File: config.mk
export PLATFORM = sky130hd
export DESIGN_NAME = stopwatch_cmd_ctrl
export DESIGN_NICKNAME = d
export VERILOG_FILES = /design/src/rtl/stopwatch_cmd_ctrl.sv
export SDC_FILE = /design/constraint.sdc
export NUM_CORES = 1
export LEC_CHECK = 0
export CAP_MARGIN = 25
export CORE_ASPECT_RATIO = 1.1
export CORE_UTILIZATION = 29
export CTS_BUF_LIST = sky130_fd_sc_hd__clkbuf_4
export DETAILED_ROUTE_END_ITERATION = 10
export DONT_BUFFER_PORTS = 1
export HOLD_SLACK_MARGIN = 0.06
export PLACE_DENSITY = 0.5
export SLEW_MARGIN = 40
export SYNTH_ARGS = -nofsm -noshare
export SYNTH_HDL_FRONTEND = slang
export SYNTH_SLANG_ARGS = --single-unit
File: constraint.sdc
create_clock -name clk -period 5.3 [get_ports clk]
set_input_delay 0.265 -clock clk [delete_from_list [all_inputs] [get_ports clk]]
set_output_delay 0.265 -clock clk [all_outputs]
set_load 0.02 [all_outputs]
File: src/rtl/stopwatch_cmd_ctrl.sv
// -----------------------------------------------------------------------------
// stopwatch_cmd_ctrl
//
// Purpose:
//   Turns two raw push buttons into one-cycle commands for a stopwatch core
//   and keeps a small buffer of lap times.
//     - btn_ss (start/stop): IDLE->RUN (start), RUN->PAUSE (stop),
//       PAUSE->RUN (start).
//     - btn_lr (lap/reset): in RUN it stores the current time as a lap. In
//       PAUSE it issues reset, clears the lap buffer and returns to IDLE.
//       In IDLE it is ignored.
//   Each button goes through a 2-flop synchronizer, then a debouncer. After
//   that a rising-edge detector produces one event per press.
//
// Ports:
//   clk           in   1   single clock
//   rst_n         in   1   asynchronous active-low reset
//   btn_ss        in   1   raw start/stop button (asynchronous)
//   btn_lr        in   1   raw lap/reset button (asynchronous)
//   sw_minutes    in   7   current stopwatch minutes
//   sw_seconds    in   6   current stopwatch seconds
//   lap_rd_idx    in   2   lap buffer read index
//   start         out  1   one-cycle start command (registered)
//   stop          out  1   one-cycle stop command (registered)
//   reset         out  1   one-cycle reset command (registered)
//   ctl_state     out  2   controller state: 00 IDLE, 01 RUN, 10 PAUSE
//   lap_count     out  3   number of stored laps, 0..4
//   lap_overflow  out  1   sticky: a lap was dropped because the buffer was full
//   lap_rd_data   out  13  {minutes, seconds} of lap lap_rd_idx, or 0 if unused
//
// Handshake / timing:
//   There is no valid/ready handshake. A command is a single-cycle pulse on
//   exactly one of start/stop/reset. The stopwatch core must act on it in the
//   cycle it is high.
//   Latency from the first clock edge that samples a held button high to the
//   command pulse (or lap write) is DEBOUNCE_CYCLES+3 cycles. The stages are:
//     - 1 edge: the second synchronizer flop.
//     - DEBOUNCE_CYCLES edges: stable samples.
//     - 1 edge: the registered edge event.
//     - 1 edge: the registered command and lap write.
// -----------------------------------------------------------------------------
module stopwatch_cmd_ctrl #(
   parameter int DEBOUNCE_CYCLES = 4
) (
   input  logic        clk,
   input  logic        rst_n,
   input  logic        btn_ss,
   input  logic        btn_lr,
   input  logic [6:0]  sw_minutes,
   input  logic [5:0]  sw_seconds,
   input  logic [1:0]  lap_rd_idx,
   output logic        start,
   output logic        stop,
   output logic        reset,
   output logic [1:0]  ctl_state,
   output logic [2:0]  lap_count,
   output logic        lap_overflow,
   output logic [12:0] lap_rd_data
);

   // Button index 0 is start/stop and index 1 is lap/reset.
   localparam int BTN_SS = 0;
   localparam int BTN_LR = 1;

   // The debounce counter counts consecutive differing samples. The level
   // flips on the DEBOUNCE_CYCLES-th sample, which is when the counter already
   // holds DEBOUNCE_CYCLES-1.
   localparam logic [7:0] CNT_MAX = 8'(DEBOUNCE_CYCLES - 1);

   localparam logic [2:0] LAPS_MAX = 3'd4;

   typedef enum logic [1:0] {
      ST_IDLE  = 2'b00,
      ST_RUN   = 2'b01,
      ST_PAUSE = 2'b10
   } state_t;

   // ---------------------------------------------------------------------
   // Input conditioning: synchronizer, debouncer, rising-edge event
   // ---------------------------------------------------------------------
   logic [1:0] w_btn_raw;
   logic [1:0] r_sync1;
   logic [1:0] r_sync2;
   logic [1:0] r_level;
   logic [1:0] r_level_d;
   logic [1:0] r_evt;
   logic [7:0] r_cnt [2];

   assign w_btn_raw = {btn_lr, btn_ss};

   always_ff @(posedge clk or negedge rst_n) begin
      if (!rst_n) begin
         r_sync1   <= '0;
         r_sync2   <= '0;
         r_level   <= '0;
         r_level_d <= '0;
         r_evt     <= '0;
         for (int b = 0; b < 2; b++) begin
            r_cnt[b] <= '0;
         end
      end else begin
         r_sync1   <= w_btn_raw;
         r_sync2   <= r_sync1;
         r_level_d <= r_level;
         // An event is registered, so it is one clean cycle per press.
         // Release (falling level) never makes an event.
         r_evt     <= r_level & ~r_level_d;
         for (int b = 0; b < 2; b++) begin
            if (r_sync2[b] == r_level[b]) begin
               // A sample equal to the current level breaks any run of
               // differing samples.
               r_cnt[b] <= '0;
            end else if (r_cnt[b] == CNT_MAX) begin
               r_level[b] <= r_sync2[b];
               r_cnt[b]   <= '0;
            end else begin
               r_cnt[b] <= r_cnt[b] + 8'd1;
            end
         end
      end
   end

   logic w_ss_evt;
   logic w_lr_evt;

   assign w_ss_evt = r_evt[BTN_SS];
   assign w_lr_evt = r_evt[BTN_LR];

   // ---------------------------------------------------------------------
   // Controller FSM
   // ---------------------------------------------------------------------
   state_t r_state;
   state_t w_state_nxt;
   logic   w_start_nxt;
   logic   w_stop_nxt;
   logic   w_reset_nxt;
   logic   w_lap_wr;
   logic   w_lap_ovf_set;
   logic   w_lap_clear;

   always_ff @(posedge clk or negedge rst_n) begin
      if (!rst_n) begin
         r_state <= ST_IDLE;
      end else begin
         r_state <= w_state_nxt;
      end
   end

   always_comb begin
      w_state_nxt   = r_state;
      w_start_nxt   = 1'b0;
      w_stop_nxt    = 1'b0;
      w_reset_nxt   = 1'b0;
      w_lap_wr      = 1'b0;
      w_lap_ovf_set = 1'b0;
      w_lap_clear   = 1'b0;
      // In every state the start/stop event is checked first. An lr event
      // in the same cycle only reaches the else branch, so it is dropped.
      case (r_state)
         ST_IDLE: begin
            if (w_ss_evt) begin
               w_state_nxt = ST_RUN;
               w_start_nxt = 1'b1;
            end
         end
         ST_RUN: begin
            if (w_ss_evt) begin
               w_state_nxt = ST_PAUSE;
               w_stop_nxt  = 1'b1;
            end else if (w_lr_evt) begin
               if (r_lap_count == LAPS_MAX) begin
                  w_lap_ovf_set = 1'b1;
               end else begin
                  w_lap_wr = 1'b1;
               end
            end
         end
         ST_PAUSE: begin
            if (w_ss_evt) begin
               w_state_nxt = ST_RUN;
               w_start_nxt = 1'b1;
            end else if (w_lr_evt) begin
               w_state_nxt = ST_IDLE;
               w_reset_nxt = 1'b1;
               w_lap_clear = 1'b1;
            end
         end
         default: begin
            // Encoding 11 is unused. It returns to IDLE silently.
            w_state_nxt = ST_IDLE;
         end
      endcase
   end

   // ---------------------------------------------------------------------
   // Registered command outputs
   // ---------------------------------------------------------------------
   logic r_start;
   logic r_stop;
   logic r_reset;

   always_ff @(posedge clk or negedge rst_n) begin
      if (!rst_n) begin
         r_start <= 1'b0;
         r_stop  <= 1'b0;
         r_reset <= 1'b0;
      end else begin
         r_start <= w_start_nxt;
         r_stop  <= w_stop_nxt;
         r_reset <= w_reset_nxt;
      end
   end

   // ---------------------------------------------------------------------
   // Lap buffer
   // ---------------------------------------------------------------------
   logic [12:0] r_lap [4];
   logic [2:0]  r_lap_count;
   logic        r_lap_ovf;

   always_ff @(posedge clk or negedge rst_n) begin
      if (!rst_n) begin
         r_lap_count <= '0;
         r_lap_ovf   <= 1'b0;
         for (int i = 0; i < 4; i++) begin
            r_lap[i] <= '0;
         end
      end else if (w_lap_clear) begin
         r_lap_count <= '0;
         r_lap_ovf   <= 1'b0;
         for (int i = 0; i < 4; i++) begin
            r_lap[i] <= '0;
         end
      end else if (w_lap_wr) begin
         // Writes append in order. A write only happens when the count is
         // below 4, so the low two bits always address a free slot.
         r_lap[r_lap_count[1:0]] <= {sw_minutes, sw_seconds};
         r_lap_count             <= r_lap_count + 3'd1;
      end else if (w_lap_ovf_set) begin
         r_lap_ovf <= 1'b1;
      end
   end

   // Read port: entries at or beyond the fill level read as zero.
   logic [12:0] w_lap_rd_data;

   always_comb begin
      w_lap_rd_data = '0;
      if ({1'b0, lap_rd_idx} < r_lap_count) begin
         w_lap_rd_data = r_lap[lap_rd_idx];
      end
   end

   // ---------------------------------------------------------------------
   // Output assignments
   // ---------------------------------------------------------------------
   assign start        = r_start;
   assign stop         = r_stop;
   assign reset        = r_reset;
   assign ctl_state    = r_state;
   assign lap_count    = r_lap_count;
   assign lap_overflow = r_lap_ovf;
   assign lap_rd_data  = w_lap_rd_data;

endmodule
; ---- Word-level counts from Yosys, hierarchy flattened
; Index checks and enable logic that the tools add are counted.
[totals]
output_inout_bits = 22
ramBits = 0
register_bits = 87
word_cells = 88
mem_count = 0
input_bits = 19
rom_bits = 0
latchBits = 0
[classes]
reduce_logical = 9
add_sub_neg = 3
shift = 0
mux = 37
n_bitwise = 6
n_lt_le_gt_ge = 4
eq_ne = 11
div = 0
multipliers = 0
[ops]
columns = op, count
row1 = $mux 52, 2
row2 = $bwmux 52, 1
row3 = $mux 13, 4
row4 = $mux 8, 4
row5 = $bmux 13 s2, 1
row6 = $demux 13 s2, 1
row7 = $mux 1, 17
row8 = $add 8x1->8 const B, 2
row9 = $eq 8x2->1 const B, 2
row10 = $mux 2, 4
row11 = $ge 3x3->1 const B, 2
row12 = $mux 3, 2
row13 = $ne 2x2->1 const B, 3
row14 = $not 2->3, 2
row15 = $pmux 2 s3, 1
row16 = $reduce_and 2->1, 3
row17 = $reduce_bool 2->1, 2
row18 = $add 3x1->3 const B, 1
row19 = $eq 3x3->1 const B, 1
row20 = $lt 2x3->1, 1
row21 = $lt 3x1->1 const B, 1
row22 = $ne 3x3->1 const B, 1
row23 = $reduce_and 3->1, 1
row24 = $and 2x2->2, 1
row25 = 8 further kinds, 10

; ---- Longest topological paths before layout
[logic_depth]
ltp_word = 8
depth_mapped = 6
depth_no_buf = 5

; ---- Worst setup path before layout
; No wires, ideal clock.
[synth_timing]
kind = register to output
from = reg r_lap_count[1] (netlist: lap_count[1])
to = out lap_rd_data[10]
stages_incl_launch_ff = 6
slack_ps = 3410
n_path_buf = 1
required_ps = 5035
t_arrival_ps = 1625
cell_sequence = dfrtp_1 > inv_1 > ha_1 > a21o_1 > clkbuf_1 > a21boi_1
[synth_between]
elab_chain_len = 2
[synth_lines]
columns = item, line_no
row1 = from (decl), 218  ; logic [2:0] r_lap_count;
row2 = from (signal assigned), 238  ; r_lap_count <= r_lap_count + 3'd1;
row3 = $lt 2x3->1, 249  ; if ({1'b0, lap_rd_idx} < r_lap_count) begin
row4 = $mux 13, 249
row5 = to (decl), 58  ; output logic [12:0] lap_rd_data
; No other way between the ends.

; ---- Worst setup path after layout
[layout_timing]
from = reg r_lap_count[1] (netlist: lap_count[1])
to = out lap_rd_data[2]
; Same word-level chain as after synthesis.

==> summary.md <==
| Metric | Value |
|---|---|
| Post-route clock period utilization | `0.487` |
| Net count of the finished layout | `432` |
| Diodes inserted | `0` |
| Number of buffers on the longest clock path | `2` |
| Number of synthesis warnings | `0` |
| Fillcell total | `1464` |
| IO buf count | `0` |
| Prevailing post-synth register cell | `dfrtp_1` |
| Part of the Yosys area used for sequential elements | `0.520` |
| Antenna-violating nets left | `0` |
| Die X-Extent | `117 µm` |
| Async set or reset register ratio after synthesis | `1.00` |
| Delay-heaviest family, CP | `compound AO/OA/AOI/OAI gates` |
| Seq cells post-synth | `87` |
| DRT Pass-1 Iters | `4` |
| Design area | `4640 µm²` |
| Max stage delay cell, worst path | `dfrtp_1` |
| Overflow left after global routing | `0` |
| Commonest non-fill, non-tap cell in the layout | `dfrtp_1` |
| Setup TNS | `0 ns` |
| Vias in the first global route | `3117` |
| IR Drop Worst-Case VDD | `0.118 mV` |
| Sink of the worst hold path | `r_sync1[1]$_DFF_PN0_` |
| Row Count | `45` |
| Worst Hold Class | `in2reg` |
| Detailed-route wire length per cell | `17.6 µm` |
| Area enclosed by the die boundary | `14900 µm²` |
| Number of top-level pins | `41` |
| Netlist area before placement | `4190 µm²` |
| Worst R2R Start | `lap_count[0]$_DFFE_PN0P_` |
| Sum of net half-perimeters after detailed placement | `6.54 mm` |
| Worst rel slew slack | `0.515` |
| Die Y | `128 µm` |
| Starting Density | `0.300` |
| Clock Latency Late Sink | `0.46 ns` |
| Fmax | `0.387 GHz` |
| Clock transition at the register clock pins on the worst setup and hold paths after CTS | `0.14 ns` |
| Commonest cells after routing, fill and taps aside | `dfrtp_1 (87), nand2_1 (49), o21ai_1 (46)` |
| Proportion of layout cells with a drive suffix above 1 | `0.102` |
| Required @ worst endpoint | `5.04 ns` |
| Min cycle time layout | `2.58 ns` |
| Post-CTS repair timing setup buffer count | `0` |
| First-pass GRT wire length | `17.0 mm` |
| Crit-path cells | `inv_1 -> ha_1 -> a21o_1 -> a21boi_1` |
| RR Endpoint | `r_lap[4]$_DFFE_PN0P_` |
| Type of the setup path with the least slack | `reg2out` |
| Via count | `3169` |
| Slew @ Worst Pin | `0.724 ns` |
| Placed standard-cell area | `4320 µm²` |
| Gate count after technology mapping | `406` |
| Max-cap check violation count | `0` |
| Synth-to-Final Area Change | `10.8%` |
| Crit-path max cell delay | `0.55 ns` |
| Leakage power total | `0.00193 µW` |
| Mapped Avg Cell Area | `10.3 µm²` |
| Area taken by multi-input logic gates | `1850 µm²` |
| Seq. cell area | `2180 µm²` |
| Final weighted congestion of routability-driven global placement | `0.745` |
| Element type at the critical path start | `register` |
| TritonCTS clock tree | `yes` |
| Number of CTS-inserted buffers | `9` |
| Status | `finished clean` |
| Crit-path max FO | `13` |
| Number of antenna violations at the first check in global routing | `0` |
| Root Buffer Master | `clkbuf_4` |
| RSZ-0062 raised after global routing | `false` |
| Count of cell types in the netlist | `38` |
| Cells resized by post-CTS repair | `0` |
| Final setup vio count | `0` |
| Final hold violations | `0` |
| Std-Cell Core Area | `14000 µm²` |
| Global router's overall resource usage | `0.152` |
| Total length of routed wires | `10.6 mm` |
| Mapped Nets | `432` |
| Number of enable-type register cells in the synthesized netlist | `0` |
| Via count normalized by instance count | `5.30` |
| CTS sink cnt | `87` |
| Startpoint of the tightest hold check path | `btn_lr` |
| Reg-to-reg setup timing slack | `2.81 ns` |
| Post-route clock skew | `0.0169 ns` |
| Depth of the worst register-to-register path | `6` |
| H-tree Lvls | `3` |
| Hold-critical path depth | `1` |
| Critical path data arrival time | `2.32 ns` |
| Endpoint type of the worst setup path | `primary output` |
| Pin count of the biggest net entering global routing | `88` |
| Power density relative to cell area | `509 nW/µm²` |
| Detailed router's first-iteration violation count | `198` |
| Hold buffers post-CTS | `17` |
| DR DRC count | `0` |
| Buffers & Inverters on Critical Path | `1` |
| Max Slew Vio Count | `0` |
worst register-to-register path: cells and delay by family, from the launching register on:
family | cells | cell delay (ns)
AOI/OAI and AO/OA | 1 | 0.16
adders and majority gates | 1 | 0.25
buffers and inverters | 2 | 0.46
DFF | 1 | 0.59
and+or+nand+nor | 2 | 0.92
how the worst max path moves through the flow:
stage                                        start                    end  slack [ns]  cells after the start
final                     lap_count[1]$_DFFE_PN0P_         lap_rd_data[2]        2.72                      4
after floorplan           lap_count[1]$_DFFE_PN0P_        lap_rd_data[10]        3.41                      5
after detailed placement  lap_count[0]$_DFFE_PN0P_   r_lap[5]$_DFFE_PN0P_        2.54                      6
after CTS                 lap_count[0]$_DFFE_PN0P_   r_lap[6]$_DFFE_PN0P_        2.51                      6
after global placement    lap_count[0]$_DFFE_PN0P_  r_lap[12]$_DFFE_PN0P_        2.68                      6
after global routing      lap_count[1]$_DFFE_PN0P_         lap_rd_data[2]        2.55                      4
area by class of cell:
| type | instances | area share |
|---|---|---|
| timing repair buffer | 20 | 0.0453 |
| tap | 188 | 0.0507 |
| clock inverter | 5 | 0.0129 |
| inverter | 10 | 0.00809 |
| clock buffer | 10 | 0.0162 |
| sequential | 87 | 0.469 |
| multi-input combinational | 278 | 0.398 |
synthesized netlist by cell type, types with 2 or more instances:
library cell,n,area (µm²)
a21boi_1,13,97.6
a21o_1,2,15.0
a21oi_1,16,80.1
and3_1,4,25.0
buf_2,12,60.1
buf_4,2,15.0
clkbuf_1,16,60.1
dfrtp_1,87,2180
ha_1,7,87.6
inv_1,9,33.8
mux4_2,13,293
nand2_1,50,188
nand2b_1,4,25.0
nand3_1,22,110
nand4_1,41,257
nand4bb_1,2,22.5
nor2_1,11,41.3
nor2b_1,4,25.0
o21ai_0,14,70.1
o21ai_1,46,230
o31ai_1,3,22.5
or3_1,6,37.5
xnor2_1,3,26.3
xor2_1,5,43.8
stage by stage:
stage | instances | util | hold WS [ns] | power, µW | worst slack [ns]
finish | 598 | 0.332 | 0.353 | 2360 | 2.72
global route | 598 | 0.332 | 0.316 | 2530 | 2.55
floorplan | 406 | - | -0.0306 | 1760 | 3.41
global placement | 566 | 0.309 | -0.0285 | 1930 | 2.68
detailed placement | 566 | 0.309 | -0.0283 | 1970 | 2.54
CTS | 598 | 0.332 | 0.319 | 2380 | 2.51
state kept, by name, indices dropped and copies added (netlist names):
signal / cells
ctl_state: 2
lap_count: 3
lap_overflow: 1
r_cnt: 16
r_evt: 2
r_lap: 52
r_level: 2
r_level_d: 2
r_sync1: 2
r_sync2: 2
reset: 1
start: 1
stop: 1
kinds of logic after synthesis:
logic type	Yosys count	share of synthesized area
AO/OA/AOI/OAI	98	0.136
flip-flops	87	0.520
multiplexers	15	0.0750
XOR/XNOR	8	0.0167
AND/OR/NAND/NOR	150	0.189
buffers and inverters	41	0.0421
adder cells (fa/ha/maj)	7	0.0209
layer usage:
layer / up-vias / track usage / wire length (µm)
met5: - / 0 / 0
met4: 0 / 0.0707 / 245
met3: 21 / 0.0312 / 604
met2: 79 / 0.253 / 5280
met1: 1596 / 0.186 / 4420
li1: 1473 / - / -
where the power goes:
group          switching [µW]  leakage, µW  internal (µW)
Sequential                211      0.00107            926
Clock                     237    0.0000724            147
Combinational             511     0.000793            331
Total                     960      0.00193           1400
No activity file was read; power rests on OpenSTA's default activity.
